File: src/rtl/instruction_fetcher_pkg.sv
// Shared types and defaults for the instruction fetch stage.
package instruction_fetcher_pkg;

    localparam int ADDR_WIDTH_DEF = 32;
    localparam int INST_WIDTH_DEF = 32;

    typedef enum logic {
        FETCH    = 1'b0,
        MEM_WAIT = 1'b1
    } fetch_state_e;

endpackage

File: src/rtl/instruction_fetcher.sv
// Front-end fetch stage: owns the PC, looks it up in the I-cache every cycle,
// issues hits to the instruction queue and services misses from memory.
module instruction_fetcher
    import instruction_fetcher_pkg::*;
#(
    parameter int                    ADDR_WIDTH = ADDR_WIDTH_DEF,
    parameter int                    INST_WIDTH = INST_WIDTH_DEF,
    parameter logic [ADDR_WIDTH-1:0] RESET_PC   = {ADDR_WIDTH{1'b0}}
) (
    input  logic                  clk_in,
    input  logic                  rst_in,
    input  logic                  rdy_in,
    input  logic                  clr_in,
    input  logic [ADDR_WIDTH-1:0] clr_pc,
    output logic [ADDR_WIDTH-1:0] if_to_ic_inst_addr,
    output logic [INST_WIDTH-1:0] if_to_ic_inst,
    output logic                  if_to_ic_inst_valid,
    output logic                  if_to_ic_ready,
    input  logic                  ic_to_if_hit,
    input  logic [INST_WIDTH-1:0] ic_to_if_hit_inst,
    output logic                  if_to_mc_req,
    output logic [ADDR_WIDTH-1:0] if_to_mc_addr,
    input  logic                  mc_to_if_done,
    input  logic [INST_WIDTH-1:0] mc_to_if_inst,
    input  logic                  iq_to_if_full,
    output logic                  if_to_iq_valid,
    output logic [INST_WIDTH-1:0] if_to_iq_inst,
    output logic [ADDR_WIDTH-1:0] if_to_iq_pc
);

    localparam logic [ADDR_WIDTH-1:0] PC_STEP    = ADDR_WIDTH'(4);
    localparam logic [ADDR_WIDTH-1:0] ALIGN_MASK = ~{{(ADDR_WIDTH-2){1'b0}}, 2'b11};

    fetch_state_e          state_q, state_d;
    logic [ADDR_WIDTH-1:0] pc_q, pc_d;
    logic [ADDR_WIDTH-1:0] miss_addr_q, miss_addr_d;
    logic                  iq_valid_q, iq_valid_d;
    logic [INST_WIDTH-1:0] iq_inst_q, iq_inst_d;
    logic [ADDR_WIDTH-1:0] iq_pc_q, iq_pc_d;
    logic                  refill_s;
    logic [ADDR_WIDTH-1:0] clr_pc_aligned_s;

    assign clr_pc_aligned_s = clr_pc & ALIGN_MASK;
    // The memory controller is frozen with rdy_in, so done only counts when ready.
    assign refill_s = rdy_in && (state_q == MEM_WAIT) && mc_to_if_done;

    // Cache and memory interface: lookup in FETCH, refill strobe in MEM_WAIT.
    always_comb begin
        if_to_ic_ready      = 1'b0;
        if_to_ic_inst_addr  = pc_q;
        if_to_ic_inst       = {INST_WIDTH{1'b0}};
        if_to_ic_inst_valid = 1'b0;
        if_to_mc_req        = 1'b0;
        if_to_mc_addr       = {ADDR_WIDTH{1'b0}};
        if (state_q == MEM_WAIT) begin
            if_to_ic_inst_addr  = miss_addr_q;
            if_to_mc_req        = 1'b1;
            if_to_mc_addr       = miss_addr_q;
            if_to_ic_inst_valid = refill_s;
            if (refill_s) begin
                if_to_ic_inst = mc_to_if_inst;
            end else begin
                if_to_ic_inst = {INST_WIDTH{1'b0}};
            end
        end else begin
            // Lookup is held off while reset is asserted so every output reads 0.
            if_to_ic_ready = rst_in;
        end
    end

    // Next-state: PC advance, miss capture, redirect and issue register.
    always_comb begin
        state_d     = state_q;
        pc_d        = pc_q;
        miss_addr_d = miss_addr_q;
        iq_valid_d  = iq_valid_q;
        iq_inst_d   = iq_inst_q;
        iq_pc_d     = iq_pc_q;
        if (rdy_in) begin
            iq_valid_d = 1'b0;
            if (clr_in) begin
                pc_d = clr_pc_aligned_s;
                // An outstanding memory request cannot be cancelled; wait it out.
                if ((state_q == MEM_WAIT) && !mc_to_if_done) begin
                    state_d = MEM_WAIT;
                end else begin
                    state_d = FETCH;
                end
            end else begin
                case (state_q)
                    FETCH: begin
                        if (!ic_to_if_hit) begin
                            miss_addr_d = pc_q;
                            state_d     = MEM_WAIT;
                        end else if (!iq_to_if_full) begin
                            iq_valid_d = 1'b1;
                            iq_inst_d  = ic_to_if_hit_inst;
                            iq_pc_d    = pc_q;
                            pc_d       = pc_q + PC_STEP;
                        end else begin
                            pc_d = pc_q;
                        end
                    end
                    MEM_WAIT: begin
                        if (mc_to_if_done) begin
                            state_d = FETCH;
                        end else begin
                            state_d = MEM_WAIT;
                        end
                    end
                    default: begin
                        state_d = FETCH;
                    end
                endcase
            end
        end else begin
            state_d = state_q;
        end
    end

    // State and issue registers.
    always_ff @(posedge clk_in or negedge rst_in) begin
        if (!rst_in) begin
            state_q     <= FETCH;
            pc_q        <= RESET_PC;
            miss_addr_q <= {ADDR_WIDTH{1'b0}};
            iq_valid_q  <= 1'b0;
            iq_inst_q   <= {INST_WIDTH{1'b0}};
            iq_pc_q     <= {ADDR_WIDTH{1'b0}};
        end else begin
            state_q     <= state_d;
            pc_q        <= pc_d;
            miss_addr_q <= miss_addr_d;
            iq_valid_q  <= iq_valid_d;
            iq_inst_q   <= iq_inst_d;
            iq_pc_q     <= iq_pc_d;
        end
    end

    assign if_to_iq_valid = iq_valid_q;
    assign if_to_iq_inst  = iq_inst_q;
    assign if_to_iq_pc    = iq_pc_q;

endmodule

File: config.mk
export PLATFORM = sky130hd
export DESIGN_NAME = instruction_fetcher
export DESIGN_NICKNAME = d
export VERILOG_FILES = /design/src/rtl/instruction_fetcher_pkg.sv /design/src/rtl/instruction_fetcher.sv
export SDC_FILE = /design/constraint.sdc
export NUM_CORES = 1
export LEC_CHECK = 0
export ABC_CLOCK_PERIOD_IN_PS = 2500
export BUFFER_PORTS_ARGS = -buffer_cell sky130_fd_sc_hd__clkbuf_2
export CAP_MARGIN = 20
export CORE_MARGIN = 2
export CORE_UTILIZATION = 45
export CTS_BUF_LIST = sky130_fd_sc_hd__clkbuf_4 sky130_fd_sc_hd__clkbuf_8 sky130_fd_sc_hd__clkbuf_16
export DETAILED_ROUTE_END_ITERATION = 6
export PLACE_DENSITY = 0.78
export SLEW_MARGIN = 10
export SYNTH_ARGS = -nofsm -noshare
export SYNTH_HDL_FRONTEND = slang
export SYNTH_SLANG_ARGS = --single-unit
File: constraint.sdc
create_clock -name clk_in -period 2.5 [get_ports clk_in]
set_input_delay 0.125 -clock clk_in [delete_from_list [all_inputs] [get_ports clk_in]]
set_output_delay 0.125 -clock clk_in [all_outputs]
set_load 0.02 [all_outputs]
After elaboration in Yosys (flattened, before gate mapping)
Cells that the tools add are included.
- output and inout bits: 164
- logic and storage cells: 41
- bits of input ports: 103
- bits in registers: 130
- reductions and logical operators: 8
- add/sub/neg operators: 1
- muxes and demuxes: 20
- bitwise logic cells: 4
- equal/unequal tests: 2
- operators by type and width (cell ; number):
    $mux 32 ; 8
    $add 32x3->32 const B ; 1
    $mux 1 ; 11
    $reduce_and 4->1 ; 2
    $reduce_and 5->1 ; 1
    $ne 2x2->1 const B ; 2
    $not 1->1 ; 4
    $logic_and 1x1->1 ; 3
    $pmux 1 s2 ; 1
    $reduce_bool 2->1 ; 1
    $logic_not 1->1 ; 1

Depth between registers and ports, before layout
Gate-level depths: netlist of run 1.
- depth after elaboration: 5
- mapped depth: 7
- mapped depth without buffers: 6

Worst setup path after synthesis of run 1
Ideal clock, no wire load.
- path kind: reg-to-reg
- start: register state_q
- end: register miss_addr_q[10]
- path buffers: 2
- slack: 487 ps
- arrival: 1888 ps
- period minus slack after synthesis: 2013 ps
- data required time: 2375 ps
- cell stages (with the launch flop): 5
- cell sequence: dfrtp_1 clkbuf_1 nor4b_1 clkbuf_1 mux2_2
- cells in the longest elaborated chain, start to end: 2
- RTL lines (what ; RTL line ; source):
    start, declared ; instruction_fetcher.sv:34 ; fetch_state_e state_q, state_d;
    start signal, assigned ; instruction_fetcher.sv:131 ; state_q <= state_d;
    $not 1->1 (no source line) ; - ;
    $reduce_and 4->1 (no source line) ; - ;
    end signal, assigned ; instruction_fetcher.sv:126 ; miss_addr_q <= {ADDR_WIDTH{1'b0}};
    end signal, assigned ; instruction_fetcher.sv:133 ; miss_addr_q <= miss_addr_d;
    end, declared ; instruction_fetcher.sv:36 ; logic [ADDR_WIDTH-1:0] miss_addr_q, miss_addr_d;
Every way passes these cells.
A chain may end at the register's enable or synchronous reset.

Final worst setup path of run 1
- start: register state_q
- end: output if_to_ic_inst[3]
- cells in the longest elaborated chain, start to end: 4
- RTL lines (what ; RTL line ; source):
    $logic_and 1x1->1 (2 in a row) ; instruction_fetcher.sv:45 ; assign refill_s = rdy_in && (state_q == MEM_WAIT) && mc_to_if_done;
    $mux 32 ; instruction_fetcher.sv:60 ; if (refill_s) begin
    $mux 32 * ; instruction_fetcher.sv:55 ; if (state_q == MEM_WAIT) begin
    end, declared ; instruction_fetcher.sv:16 ; output logic [INST_WIDTH-1:0] if_to_ic_inst,
Mark *: on every way between the ends. The rest lies on a longest branch, timed or not.

==> results of run 1 <==
power by group:
part / switching (uW) / internal, uW
logic: 1240 / 845
registers: 363 / 2450
clock network: 832 / 1710
cell usage in the layout (no fill, tap or decap), types with 4 or more instances in the layout:
cell type                         n
sky130_fd_sc_hd__nand2_1        190
sky130_fd_sc_hd__o21bai_1         7
sky130_fd_sc_hd__and2_1          63
sky130_fd_sc_hd__mux2i_1          5
sky130_fd_sc_hd__conb_1           6
sky130_fd_sc_hd__clkbuf_8         4
sky130_fd_sc_hd__clkbuf_16       17
sky130_fd_sc_hd__o22ai_1          9
sky130_fd_sc_hd__a21oi_1         16
sky130_fd_sc_hd__buf_4           12
sky130_fd_sc_hd__nand4_1          4
sky130_fd_sc_hd__a22oi_1          6
sky130_fd_sc_hd__and3_1           7
sky130_fd_sc_hd__nor2_1          23
sky130_fd_sc_hd__inv_1            9
sky130_fd_sc_hd__nor4_1           5
sky130_fd_sc_hd__clkbuf_4         4
sky130_fd_sc_hd__nor3_1           7
sky130_fd_sc_hd__nand3_1         11
sky130_fd_sc_hd__a31oi_1          5
sky130_fd_sc_hd__o21ai_0         32
sky130_fd_sc_hd__and4_1           5
sky130_fd_sc_hd__mux2_2          53
sky130_fd_sc_hd__clkbuf_2       257
sky130_fd_sc_hd__dlygate4sd3_1   44
sky130_fd_sc_hd__dfrtp_1        123
sky130_fd_sc_hd__clkinv_2         4
worst min-delay path, delay by kind of cell:
family | cells | cell delay [ps]
AO/OA/AOI/OAI | 2 | 180
buffers and inverters | 1 | 80
registers in the layout, indices dropped and copies added (netlist names):
name	count
if_to_iq_inst	32
if_to_iq_pc	30
miss_addr_q	30
pc_q	30
if_to_iq_valid	1
state_q	1
worst min path at each step:
stage	startpoint	endpoint	slack [ps]	cells past startpoint
finish	clr_pc[2]	pc_q[2]	20	3
floorplan	rst_in	if_to_iq_inst[0]	-170	0
detailed placement	rst_in	miss_addr_q[6]	110	1
global placement	rst_in	miss_addr_q[6]	110	1
CTS	clr_pc[2]	pc_q[2]	6	3
global route	clr_pc[2]	pc_q[2]	30	3
metal layers:
metal | GRT usage [%] | share of wire, % | vias to the layer above
met1 | 33.8 | 44 | 2816
met5 | 0 | 0 | -
met3 | 6.02 | 6.8 | 20
met4 | 7.33 | 1.1 | 0
met2 | 40.0 | 49 | 248
li1 | - | - | 2837
metrics by stage:
stage | power, uW | utilization (%) | worst slack [ps] | cell area, um2 | hold slack [ps]
6_report | 7440 | 65.4 | 247 | 8730 | 19.5
4_1_cts | 7480 | 65.4 | 257 | 8730 | 5.85
2_1_floorplan | 4090 | - | 487 | 6220 | -171
3_5_place_dp | 4870 | 57.5 | 375 | 7670 | 112
3_3_place_gp | 4810 | 57.5 | 435 | 7670 | 111
5_1_grt | 7800 | 65.4 | 99.5 | 8730 | 25.9
layout make-up:
type                       instances  share of cell area, %
clock buffer                      25                   5.84
multi-input combinational        493                   32.8
tap                              176                   2.52
timing repair buffer             317                   21.6
sequential                       124                   35.5
clock inverter                     7                   1.26
inverter                           9                  0.387
logic make-up (layout without fill, tap and decap cells):
kind of cell / Yosys count / count (layout) / synth area share (%)
DFF: 124 / 124 / 50.1
adders and majority gates: 1 / 1 / 0.202
muxes: 58 / 58 / 10.4
AOI/OAI and AO/OA: 100 / 100 / 10.1
buffers and inverters: 62 / 358 / 4.32
and+or+nand+nor: 328 / 328 / 24.8
other: 1 / 6 / 0.0605
repair_timing:
item                                    4_1_cts  5_1_grt
endpoints found under the setup margin        0        0
setup buffers                                 0        0
hold endpoints to repair                     93        0
hold buffers                                 44        0
==> key figures, run 1 <==
STA
  • Max-slew violations: 0
  • Number of endpoints with negative hold slack in the final report: 0
  • Post-Route Skew: 5.12 ps
  • Final worst path period share: 90.1%
  • Final Critical Period: 2250 ps
  • Total negative setup slack: 0 ps
  • Final-report setup violation count: 0
  • Slew HR: 46.6%
  • Setup repair after global routing missed its margin: no
  • Peak clock frequency supported by timing: 444 MHz
  • Actual slew at the worst max-slew pin: 801 ps

Run
  • Max-cap violations: 0

Setup path
  • Largest fanout on the critical path: 33
  • Crit path required time: 2380 ps
  • Stage delay of the slowest cell on the critical path: 740 ps
  • Count of cell instances traversed by the critical path: 3
  • Destination of the critical timing path: if_to_ic_inst[3]
  • Arrival time of the worst setup path: 2130 ps
  • Category of the critical setup timing path: flop to output port
  • R2r worst-path depth: 6
  • Category of the worst setup path launch point: flop
  • Register-to-register path setup slack: 330 ps
  • Worst path top cell family by delay: simple AND/OR/NAND/NOR gates
  • Crit. End Element: output port
  • Slowest stage cell, crit path: sky130_fd_sc_hd__and3_1
  • Ordered list of cells on the worst path: and3_1 -> and2_1 -> clkbuf_2
  • Reg-to-Reg End: pc_q[16]
  • Origin of the worst setup path: state_q
  • Buf+Inv Stages, Crit Path: 1
  • Beginning of the worst register-to-register path: pc_q[2]

Yosys
  • Warnings, synthesis: 0
  • Gate Count Post-Synth: 674
  • Share of flip-flops with an asynchronous set or reset: 100%
  • Number of flops mapped to enable cells by yosys: 0
  • Sequential area share after synthesis: 50.1%
  • Primary FF master, synth: sky130_fd_sc_hd__dfrtp_1
  • Biggest area consumer among synthesized cells: sky130_fd_sc_hd__dfrtp_1
  • Avg Cell Area, Syn: 9.20 um2
  • Area fraction of the dominant cell type after synthesis: 50.1%
  • Synth top area cells: sky130_fd_sc_hd__dfrtp_1, sky130_fd_sc_hd__nand2_1, sky130_fd_sc_hd__mux2_2, sky130_fd_sc_hd__and2_1, sky130_fd_sc_hd__o21ai_0
  • Total standard cell area after synthesis: 6200 um2
  • Commonest cells post-synth: sky130_fd_sc_hd__nand2_1, sky130_fd_sc_hd__dfrtp_1, sky130_fd_sc_hd__and2_1
  • Dominant cell by count in the synthesized netlist: sky130_fd_sc_hd__nand2_1
  • Number of library cell types mapped by synthesis: 51
  • Register bit count reported by yosys: 124

Global routing
  • Wire length of the first global-routing pass: 28800 um
  • Residual overflow from global routing: 0
  • Tot GR Track Use: 25.0%
  • Number of antenna violations at the first check in global routing: 0
  • Number of global-route vias before repair: 5621
  • Largest net degree at the start of global routing: 75

Floorplan
  • Die Span Y: 121 um
  • Full die area: 14700 um2
  • Starting density of the core: 46.4%
  • Standard-cell rows: 42
  • Core area: 13300 um2
  • Top-Level Pins: 267
  • Die outline width: 121 um

Power
  • PwrDens: 852 nW/um2
  • Leakage: 0.00454 uW
  • VDD IR-drop max: 0.000446 V

Clock network
  • Buffers from clock root to sink, at most: 2
  • Number of clock buffers inserted by TritonCTS: 17
  • Worst-path clk slew: 50 ps
  • Source-to-sink clock delay at the later pin of the worst-skew pair: 410 ps
  • Clock tree from TritonCTS: built
  • Cells resized by post-CTS repair: 0
  • Maximum level of the CTS H-tree: 4
  • Root Buffer Master: sky130_fd_sc_hd__clkbuf_16
  • Clock sinks: 124

Place
  • Routability congestion estimate from global placement: 0.865
  • Post-DP HPWL: 12600 um
  • Number of input and output port buffers inserted: 258
  • Number of placed instances with taps included: 1075

Route
  • Routed via count divided by cell count: 5.14
  • First-iteration detailed-routing DRC count: 517
  • Routed length per placed instance: 16.0 um
  • Total iterations of the first detailed-routing run: 5
  • Via count of the routed design: 5921
  • Residual DRC: 0
  • Final ANT Viol Nets: 0
  • Wirelength, routed: 18400 um

Layout
  • Number of filler cells placed in the layout: 1093
  • Non-filler instance count after layout: 1151
  • Register cell area after layout: 3100 um2
  • Antenna Diode Count: 0
  • Final-stage net count: 1066
  • Fraction of final layout cells with drive strength greater than 1: 37.8%
  • Area overhead of the layout relative to synthesis: 40.9%
  • Combined area of the multi-input logic cells: 2870 um2

Run status
  • Outcome: completed

Worst hold path
  • Type of the most critical hold path: input pin to flop
Power figures use the tool's default switching activity.
==> inputs of run 2 (changes only) <==
--- a/config.mk
+++ b/config.mk
@@ -5,6 +5,7 @@
 export SDC_FILE = /design/constraint.sdc
 export NUM_CORES = 1
 export LEC_CHECK = 0
+export ABC_AREA = 1
 export ABC_CLOCK_PERIOD_IN_PS = 2500
 export BUFFER_PORTS_ARGS = -buffer_cell sky130_fd_sc_hd__clkbuf_2
 export CAP_MARGIN = 20
@@ -12,7 +13,7 @@
 export CORE_UTILIZATION = 45
 export CTS_BUF_LIST = sky130_fd_sc_hd__clkbuf_4 sky130_fd_sc_hd__clkbuf_8 sky130_fd_sc_hd__clkbuf_16
 export DETAILED_ROUTE_END_ITERATION = 6
-export PLACE_DENSITY = 0.78
+export PLACE_DENSITY = 0.76
 export SLEW_MARGIN = 10
 export SYNTH_ARGS = -nofsm -noshare
 export SYNTH_HDL_FRONTEND = slang
==> run 2 against run 1 <==
Via count grew 9.9%. Clock power shrank 7%. Flip-flop and latch count is the same. Sequential share of layout area shrank 0.29 points. Total power grew 23%. Clock-buffer cell count shrank 6. Area after synthesis grew 3.8%. Register-to-register slack gained 340 ps.
==> key figures, run 2 <==
Run status
  • Outcome: completed (unchanged)

Power
  • PwrDens: 1040 nW/um2 (was 852 nW/um2)
  • Leakage: 0.00504 uW (was 0.00454 uW)
  • VDD IR-drop max: 0.000487 V (was 0.000446 V)

Layout
  • Leading cell type in the layout, fill and taps excluded: sky130_fd_sc_hd__clkbuf_2 (unchanged)
  • Largest register FFs: 32 (unchanged)
  • Antenna Diode Count: 0 (unchanged)
  • Non-filler instance count after layout: 1314 (was 1151)
  • Area overhead of the layout relative to synthesis: 36.9% (was 40.9%)
  • Fraction of final layout cells with drive strength greater than 1: 30.3% (was 37.8%)
  • Commonest non-fill, non-tap cells in the layout: sky130_fd_sc_hd__clkbuf_2, sky130_fd_sc_hd__nand2_1, sky130_fd_sc_hd__dfrtp_1 (unchanged)
  • Final-stage net count: 1225 (was 1066)

Place
  • Number of input and output port buffers inserted: 258 (unchanged)
  • Routability congestion estimate from global placement: 0.914 (was 0.865)
  • Number of placed instances with taps included: 1247 (was 1075)
  • Post-DP HPWL: 13900 um (was 12600 um)

Route
  • Final ANT Viol Nets: 0 (unchanged)
  • Residual DRC: 0 (unchanged)
  • First-iteration detailed-routing DRC count: 457 (was 517)
  • Routed length per placed instance: 14.7 um (was 16.0 um)
  • Total iterations of the first detailed-routing run: 7 (was 5)
  • Via count of the routed design: 6509 (was 5921)
  • Routed via count divided by cell count: 4.95 (was 5.14)
  • Wirelength, routed: 19300 um (was 18400 um)

Global routing
  • Largest net degree at the start of global routing: 70 (was 75)
  • Number of global-route vias before repair: 6114 (was 5621)
  • Residual overflow from global routing: 0 (unchanged)
  • Wire length of the first global-routing pass: 30000 um (was 28800 um)
  • Tot GR Track Use: 25.4% (was 25.0%)
  • Number of antenna violations at the first check in global routing: 0 (unchanged)
  • Met1 layer usage reported by global route: 30.5% (was 33.8%)
  • Most heavily used metal layer in global routing: met2 (unchanged)
  • Met3 track demand over resource: 5.77% (was 6.02%)
  • Global-route track usage on met2: 45.4% (was 40.0%)

Yosys
  • Number of library cell types mapped by synthesis: 29 (was 51)
  • Area fraction of the dominant cell type after synthesis: 48.2% (was 50.1%)
  • Primary FF master, synth: sky130_fd_sc_hd__dfrtp_1 (unchanged)
  • Gate Count Post-Synth: 837 (was 674)
  • Warnings, synthesis: 0 (unchanged)
  • Avg Cell Area, Syn: 7.69 um2 (was 9.20 um2)
  • Sequential area share after synthesis: 48.2% (was 50.1%)
  • Commonest cells post-synth: sky130_fd_sc_hd__nand2_1, sky130_fd_sc_hd__dfrtp_1, sky130_fd_sc_hd__inv_1 (was sky130_fd_sc_hd__nand2_1, sky130_fd_sc_hd__dfrtp_1, sky130_fd_sc_hd__and2_1)
  • Total standard cell area after synthesis: 6430 um2 (was 6200 um2)
  • Synth top area cells: sky130_fd_sc_hd__dfrtp_1, sky130_fd_sc_hd__nand2_1, sky130_fd_sc_hd__o21ai_0, sky130_fd_sc_hd__inv_1, sky130_fd_sc_hd__nor2_1 (was sky130_fd_sc_hd__dfrtp_1, sky130_fd_sc_hd__nand2_1, sky130_fd_sc_hd__mux2_2, sky130_fd_sc_hd__and2_1, sky130_fd_sc_hd__o21ai_0)
  • Dominant cell by count in the synthesized netlist: sky130_fd_sc_hd__nand2_1 (unchanged)
  • Biggest area consumer among synthesized cells: sky130_fd_sc_hd__dfrtp_1 (unchanged)
  • Number of flops mapped to enable cells by yosys: 0 (unchanged)
  • Register bit count reported by yosys: 124 (unchanged)
  • Share of flip-flops with an asynchronous set or reset: 100% (unchanged)

Setup path
  • Category of the worst setup path launch point: flop (unchanged)
  • Largest fanout on the critical path: 61 (was 33)
  • Category of the critical setup timing path: flop to output port (unchanged)
  • Crit path required time: 2380 ps (about the same)
  • R2r worst-path depth: 4 (was 6)
  • Crit. End Element: output port (unchanged)
  • Arrival time of the worst setup path: 1840 ps (was 2130 ps)

STA
  • Peak clock frequency supported by timing: 510 MHz (was 444 MHz)
  • Setup repair after global routing missed its margin: no (unchanged)
  • Number of endpoints with negative hold slack in the final report: 0 (unchanged)
  • Actual slew at the worst max-slew pin: 851 ps (was 801 ps)
  • Slew HR: 43.3% (was 46.6%)
  • Final worst path period share: 78.4% (was 90.1%)
  • Max-slew violations: 0 (unchanged)
  • Total negative setup slack: 0 ps (unchanged)
  • Worst slack on hold paths: 29.9 ps (was 19.5 ps)
  • Post-Route Skew: 11.9 ps (was 5.12 ps)
  • Final-report setup violation count: 0 (unchanged)
  • Final Critical Period: 1960 ps (was 2250 ps)

Clock network
  • Setup repair bufs after CTS: 0 (unchanged)
  • Worst-path clk slew: 60 ps (was 50 ps)
  • Root Buffer Master: sky130_fd_sc_hd__clkbuf_16 (unchanged)
  • Number of clock buffers inserted by TritonCTS: 17 (unchanged)
  • Buffers from clock root to sink, at most: 2 (unchanged)
  • Source-to-sink clock delay at the later pin of the worst-skew pair: 410 ps (about the same)
  • Maximum level of the CTS H-tree: 4 (unchanged)
  • Clock tree from TritonCTS: built (unchanged)
  • Clock sinks: 124 (unchanged)

Floorplan
  • Die outline width: 124 um (was 121 um)
  • Starting density of the core: 46.2% (was 46.4%)
  • Die Span Y: 124 um (was 121 um)
  • Full die area: 15300 um2 (was 14700 um2)
  • Top-Level Pins: 267 (unchanged)
  • Standard-cell rows: 43 (was 42)
  • Core area: 13900 um2 (was 13300 um2)

Run
  • Max-cap violations: 0 (unchanged)

Worst hold path
  • Number of cells on the worst hold path: 3 (unchanged)
  • Type of the most critical hold path: input pin to flop (unchanged)
## run 2: cell count changes after synthesis, sizes merged, moves of 7 or more
cell    previous run  this run
nand3             11        36
clkbuf            38        28
o21bai             7         0
nor2              24       108
nand2            191       236
o21ai             33       113
inv                9       113
mux2              53        32
and2              63         1
## run 2: report_power, final
part | total [uW] | internal, uW | switching (uW)
sequential | 3210 | 2730 | 481
clock | 2350 | 1420 | 925
combinational | 3590 | 1250 | 2340
## run 2: routing by layer
metal | vias up | share of wire [%]
li1 | 3180 | -
met2 | 296 | 50
met3 | 24 | 7.9
met4 | 0 | 1.3
met1 | 3009 | 41
met5 | - | 0
## run 2: cell families after synthesis
logic type	after synthesis	share of synthesized area, %
AND/OR/NAND/NOR	386	23.9
buffers and inverters	158	10.2
AO/OA/AOI/OAI	135	10.8
flip-flops	124	48.2
multiplexers	32	6.71
adder cells (fa/ha/maj)	1	0.194
other	1	0.0583
## run 2: through the flow
step	setup WS [ps]	total power, uW	utilization (%)	area, um2
CTS	503	9190	63.2	8810
global placement	728	6690	56.6	7890
finish	540	9150	63.2	8810
global route	387	9750	63.2	8810
floorplan	894	5460	-	6450
detailed placement	690	6780	56.6	7890
## run 2: path summary, 6_finish.rpt
kind / to / from / slack, ps
worst max-delay path: if_to_ic_inst_addr[17] / state_q / 540
worst min-delay path: pc_q[7] / clr_pc[7] / 30
worst max register to register: if_to_iq_inst[14] / state_q / 670
worst min register to register: if_to_iq_pc[7] / if_to_iq_pc[7] / 480
max in group asynchronous: if_to_iq_inst[28] / rst_in / 1420
min in group asynchronous: miss_addr_q[2] / rst_in / 450
## run 2: critical path, stage by stage (launching register included)
cell	delay [ps]
sky130_fd_sc_hd__dfrtp_2	420
sky130_fd_sc_hd__buf_4	490
sky130_fd_sc_hd__nand2_1	140
sky130_fd_sc_hd__o21ai_0	120
sky130_fd_sc_hd__clkbuf_2	210
## run 2: final cells by class
class                   count  area (um2)
clock buffers              19         453
clock inverters            13         118
fillers                  1183        5130
inverters                 114         428
multi-input cells         560        2710
flip-flops and latches    124        3100
well taps                 180         225
repair buffers            304        1770
## run 2: repair_timing
action                    4_1_cts  5_1_grt
hold buffers                   35        0
hold endpoints to repair      153        0
gates resized for setup         0        0
==> inputs of run 3 (changes only) <==
--- a/config.mk
+++ b/config.mk
@@ -6,7 +6,7 @@
 export NUM_CORES = 1
 export LEC_CHECK = 0
 export ABC_AREA = 1
-export ABC_CLOCK_PERIOD_IN_PS = 2500
+export ABC_CLOCK_PERIOD_IN_PS = 1870
 export BUFFER_PORTS_ARGS = -buffer_cell sky130_fd_sc_hd__clkbuf_2
 export CAP_MARGIN = 20
 export CORE_MARGIN = 2
==> constraint.sdc (replaced) <==
create_clock -name clk_in -period 1.87 [get_ports clk_in]
set_input_delay 0.0935 -clock clk_in [delete_from_list [all_inputs] [get_ports clk_in]]
set_output_delay 0.0935 -clock clk_in [all_outputs]
set_load 0.02 [all_outputs]
==> run 3 against run 2 <==
Register-to-register slack lost 480 ps. Hold slack got worse by 21 ps. Total power increased by 34%. Clock power is 33% higher. Combinational power is 36% higher. Wire length is 2.4% higher. Global-route usage rose by 0.43 points. Core utilization is 1.1 points higher. Flip-flop and latch count unchanged. Sequential power up 34%. Critical path type unchanged.
==> key figures, run 3 (same netlist as run 2, synthesis figures left out) <==
Run status
  • Outcome: completed (unchanged)

Clock network
  • Buffers from clock root to sink, at most: 2 (unchanged)
  • Maximum level of the CTS H-tree: 4 (unchanged)
  • Clock tree from TritonCTS: built (unchanged)
  • Number of clock buffers inserted by TritonCTS: 17 (unchanged)
  • Source-to-sink clock delay at the later pin of the worst-skew pair: 420 ps (was 410 ps)
  • Worst-path clk slew: 60 ps (about the same)
  • Clock sinks: 124 (unchanged)
  • Root Buffer Master: sky130_fd_sc_hd__clkbuf_16 (unchanged)

Global routing
  • Number of global-route vias before repair: 6198 (was 6114)
  • Wire length of the first global-routing pass: 30000 um (about the same)
  • Residual overflow from global routing: 0 (unchanged)
  • Number of antenna violations at the first check in global routing: 0 (unchanged)
  • Tot GR Track Use: 25.8% (was 25.4%)
  • Largest net degree at the start of global routing: 75 (was 70)

Worst hold path
  • Origin of the worst min-delay path: clr_pc[26] (was clr_pc[7])
  • Type of the most critical hold path: input pin to flop (unchanged)
  • Number of cells on the worst hold path: 5 (was 3)
  • Hold EP: pc_q[26] (was pc_q[7])

Layout
  • Commonest non-fill, non-tap cells in the layout: sky130_fd_sc_hd__clkbuf_2, sky130_fd_sc_hd__nand2_1, sky130_fd_sc_hd__dfrtp_1 (unchanged)
  • Leading cell type in the layout, fill and taps excluded: sky130_fd_sc_hd__clkbuf_2 (unchanged)
  • Area overhead of the layout relative to synthesis: 39.3% (was 36.9%)
  • Final-stage net count: 1236 (was 1225)
  • Fraction of final layout cells with drive strength greater than 1: 30.7% (was 30.3%)
  • Non-filler instance count after layout: 1325 (was 1314)
  • Antenna Diode Count: 0 (unchanged)
  • Largest register FFs: 32 (unchanged)

Floorplan
  • Starting density of the core: 46.2% (unchanged)
  • Die Span Y: 124 um (unchanged)
  • Core area: 13900 um2 (unchanged)
  • Top-Level Pins: 267 (unchanged)
  • Die outline width: 124 um (unchanged)
  • Full die area: 15300 um2 (unchanged)
  • Standard-cell rows: 43 (unchanged)

STA
  • Total negative setup slack: 0 ps (unchanged)
  • Final-report setup violation count: 0 (unchanged)
  • Peak clock frequency supported by timing: 562 MHz
  • Final worst path period share: 95.2%
  • Max-slew violations: 0 (unchanged)
  • Min setup slack post-route: 90.4 ps (was 540 ps)
  • Post-Route Skew: 11.3 ps (was 11.9 ps)
  • Number of endpoints with negative hold slack in the final report: 0 (unchanged)
  • Final Critical Period: 1780 ps
  • Setup repair after global routing missed its margin: no (unchanged)

Power
  • Comb pwr share: 39.7% (was 39.2%)
  • Switching Fraction: 41.1% (was 41.0%)
  • Relative contribution of sequential cells to total power: 34.8% (was 35.1%)
  • Switch Pwr: 5050 uW (was 3750 uW)
  • Part of the power in the clock network: 25.5% (was 25.6%)
  • PwrDens: 1370 nW/um2 (was 1040 nW/um2)
  • Leakage: 0.00511 uW (was 0.00504 uW)
  • Total Power Consumption: 12300 uW (was 9150 uW)
  • VDD IR-drop max: 0.000632 V (was 0.000487 V)
  • Internal Dissipation: 7250 uW (was 5400 uW)

Place
  • Post-DP HPWL: 14000 um (was 13900 um)
  • Routability congestion estimate from global placement: 0.906 (was 0.914)
  • Pre-CTS setup slack: 153 ps (was 690 ps)
  • Number of input and output port buffers inserted: 258 (unchanged)
  • Number of placed instances with taps included: 1252 (was 1247)

Setup path
  • Slowest stage cell, crit path: sky130_fd_sc_hd__dfrtp_2 (was sky130_fd_sc_hd__buf_4)
  • Arrival time of the worst setup path: 1690 ps (was 1840 ps)
  • Buf+Inv Stages, Crit Path: 2 (unchanged)
  • Origin of the worst setup path: state_q (unchanged)
  • Ordered list of cells on the worst path: buf_12 -> o21ai_0 -> clkbuf_2 (was buf_4 -> nand2_1 -> o21ai_0 -> clkbuf_2)
  • Crit path required time: 1780 ps (was 2380 ps)
  • Category of the worst setup path launch point: flop (unchanged)
  • Worst path top cell family by delay: flip-flops (was buffers and inverters)
  • Crit. End Element: output port (unchanged)
  • Register-to-register path setup slack: 190 ps (was 670 ps)
  • Stage delay of the slowest cell on the critical path: 470 ps (was 490 ps)
  • Largest fanout on the critical path: 61 (unchanged)
  • R2r worst-path depth: 9 (was 4)
  • Category of the critical setup timing path: flop to output port (unchanged)
  • Reg-to-Reg End: pc_q[31] (was if_to_iq_inst[14])
  • Beginning of the worst register-to-register path: pc_q[3] (was state_q)

Run
  • Max-cap violations: 0 (unchanged)

Route
  • Final ANT Viol Nets: 0 (unchanged)
  • Wirelength, routed: 19700 um (was 19300 um)
  • Via count of the routed design: 6570 (was 6509)
  • Routed length per placed instance: 14.9 um (was 14.7 um)
  • Residual DRC: 0 (unchanged)
  • Routed via count divided by cell count: 4.96 (was 4.95)
  • First-iteration detailed-routing DRC count: 485 (was 457)
  • Total iterations of the first detailed-routing run: 6 (was 7)
-- run 3: changes by cell type in the layout (fill, tap and decap cells not counted), sizes merged --
cell | previous run | this run
dlygate4sd3 | 35 | 41
buf | 12 | 17
-- run 3: repair_timing --
item	CTS	global route
hold buffers	41	0
resized for setup	0	3
hold endpoints to repair	164	0
setup buffers	0	0
setup endpoints to repair	0	26
-- run 3: worst min-delay path: stages --
cell	delay (ps)
sky130_fd_sc_hd__clkbuf_2	70
sky130_fd_sc_hd__nor2_1	30
sky130_fd_sc_hd__nor2_1	90
sky130_fd_sc_hd__nand2_1	60
sky130_fd_sc_hd__nand2_1	40
-- run 3: worst max path at each step --
| stage | end | depth (start not counted) |
|---|---|---|
| finish | if_to_ic_inst_addr[29] | 3 |
| global route | pc_q[23] | 9 |
| CTS | if_to_ic_inst_valid | 4 |
| detailed placement | pc_q[24] | 10 |
| global placement | pc_q[24] | 10 |
| floorplan | if_to_iq_inst[0] | 6 |
-- run 3: per-layer routing --
metal  wire (um)  vias to the layer above  track usage, %  share of wire [%]
met5           0                        -               0                  0
met4         528                        0            10.9                2.7
met3        1680                       40            6.69                8.5
met2        9570                      311            44.5                 48
met1        7970                     3020            30.4                 40
li1            -                     3199               -                  -
-- run 3: final cells by class --
cell class	instances	area (um2)
clock buffers	19	447
clock inverters	13	118
fillers	1185	4980
inverters	114	428
multi-input cells	560	2720
flip-flops and latches	124	3100
well taps	180	225
repair buffers	315	1920
-- run 3: power groups by stage --
stage                     clock [uW]  combinational, uW  sequential (uW)
after floorplan                    0               2410             4880
after global placement             0               4750             4240
after detailed placement           0               4810             4290
after CTS                       3170               4900             4250
after global routing            3300               5380             4400
final                           3130               4880             4290
-- run 3: metrics by stage --
step                hold slack [ps]  utilization, %  instance area, um2
finish                         8.58            64.3                8960
global route                   22.5            64.3                8960
CTS                            2.50            64.2                8950
detailed placement            -60.2            57.2                7970
global placement              -61.8            57.2                7970
floorplan                      -202               -                6450
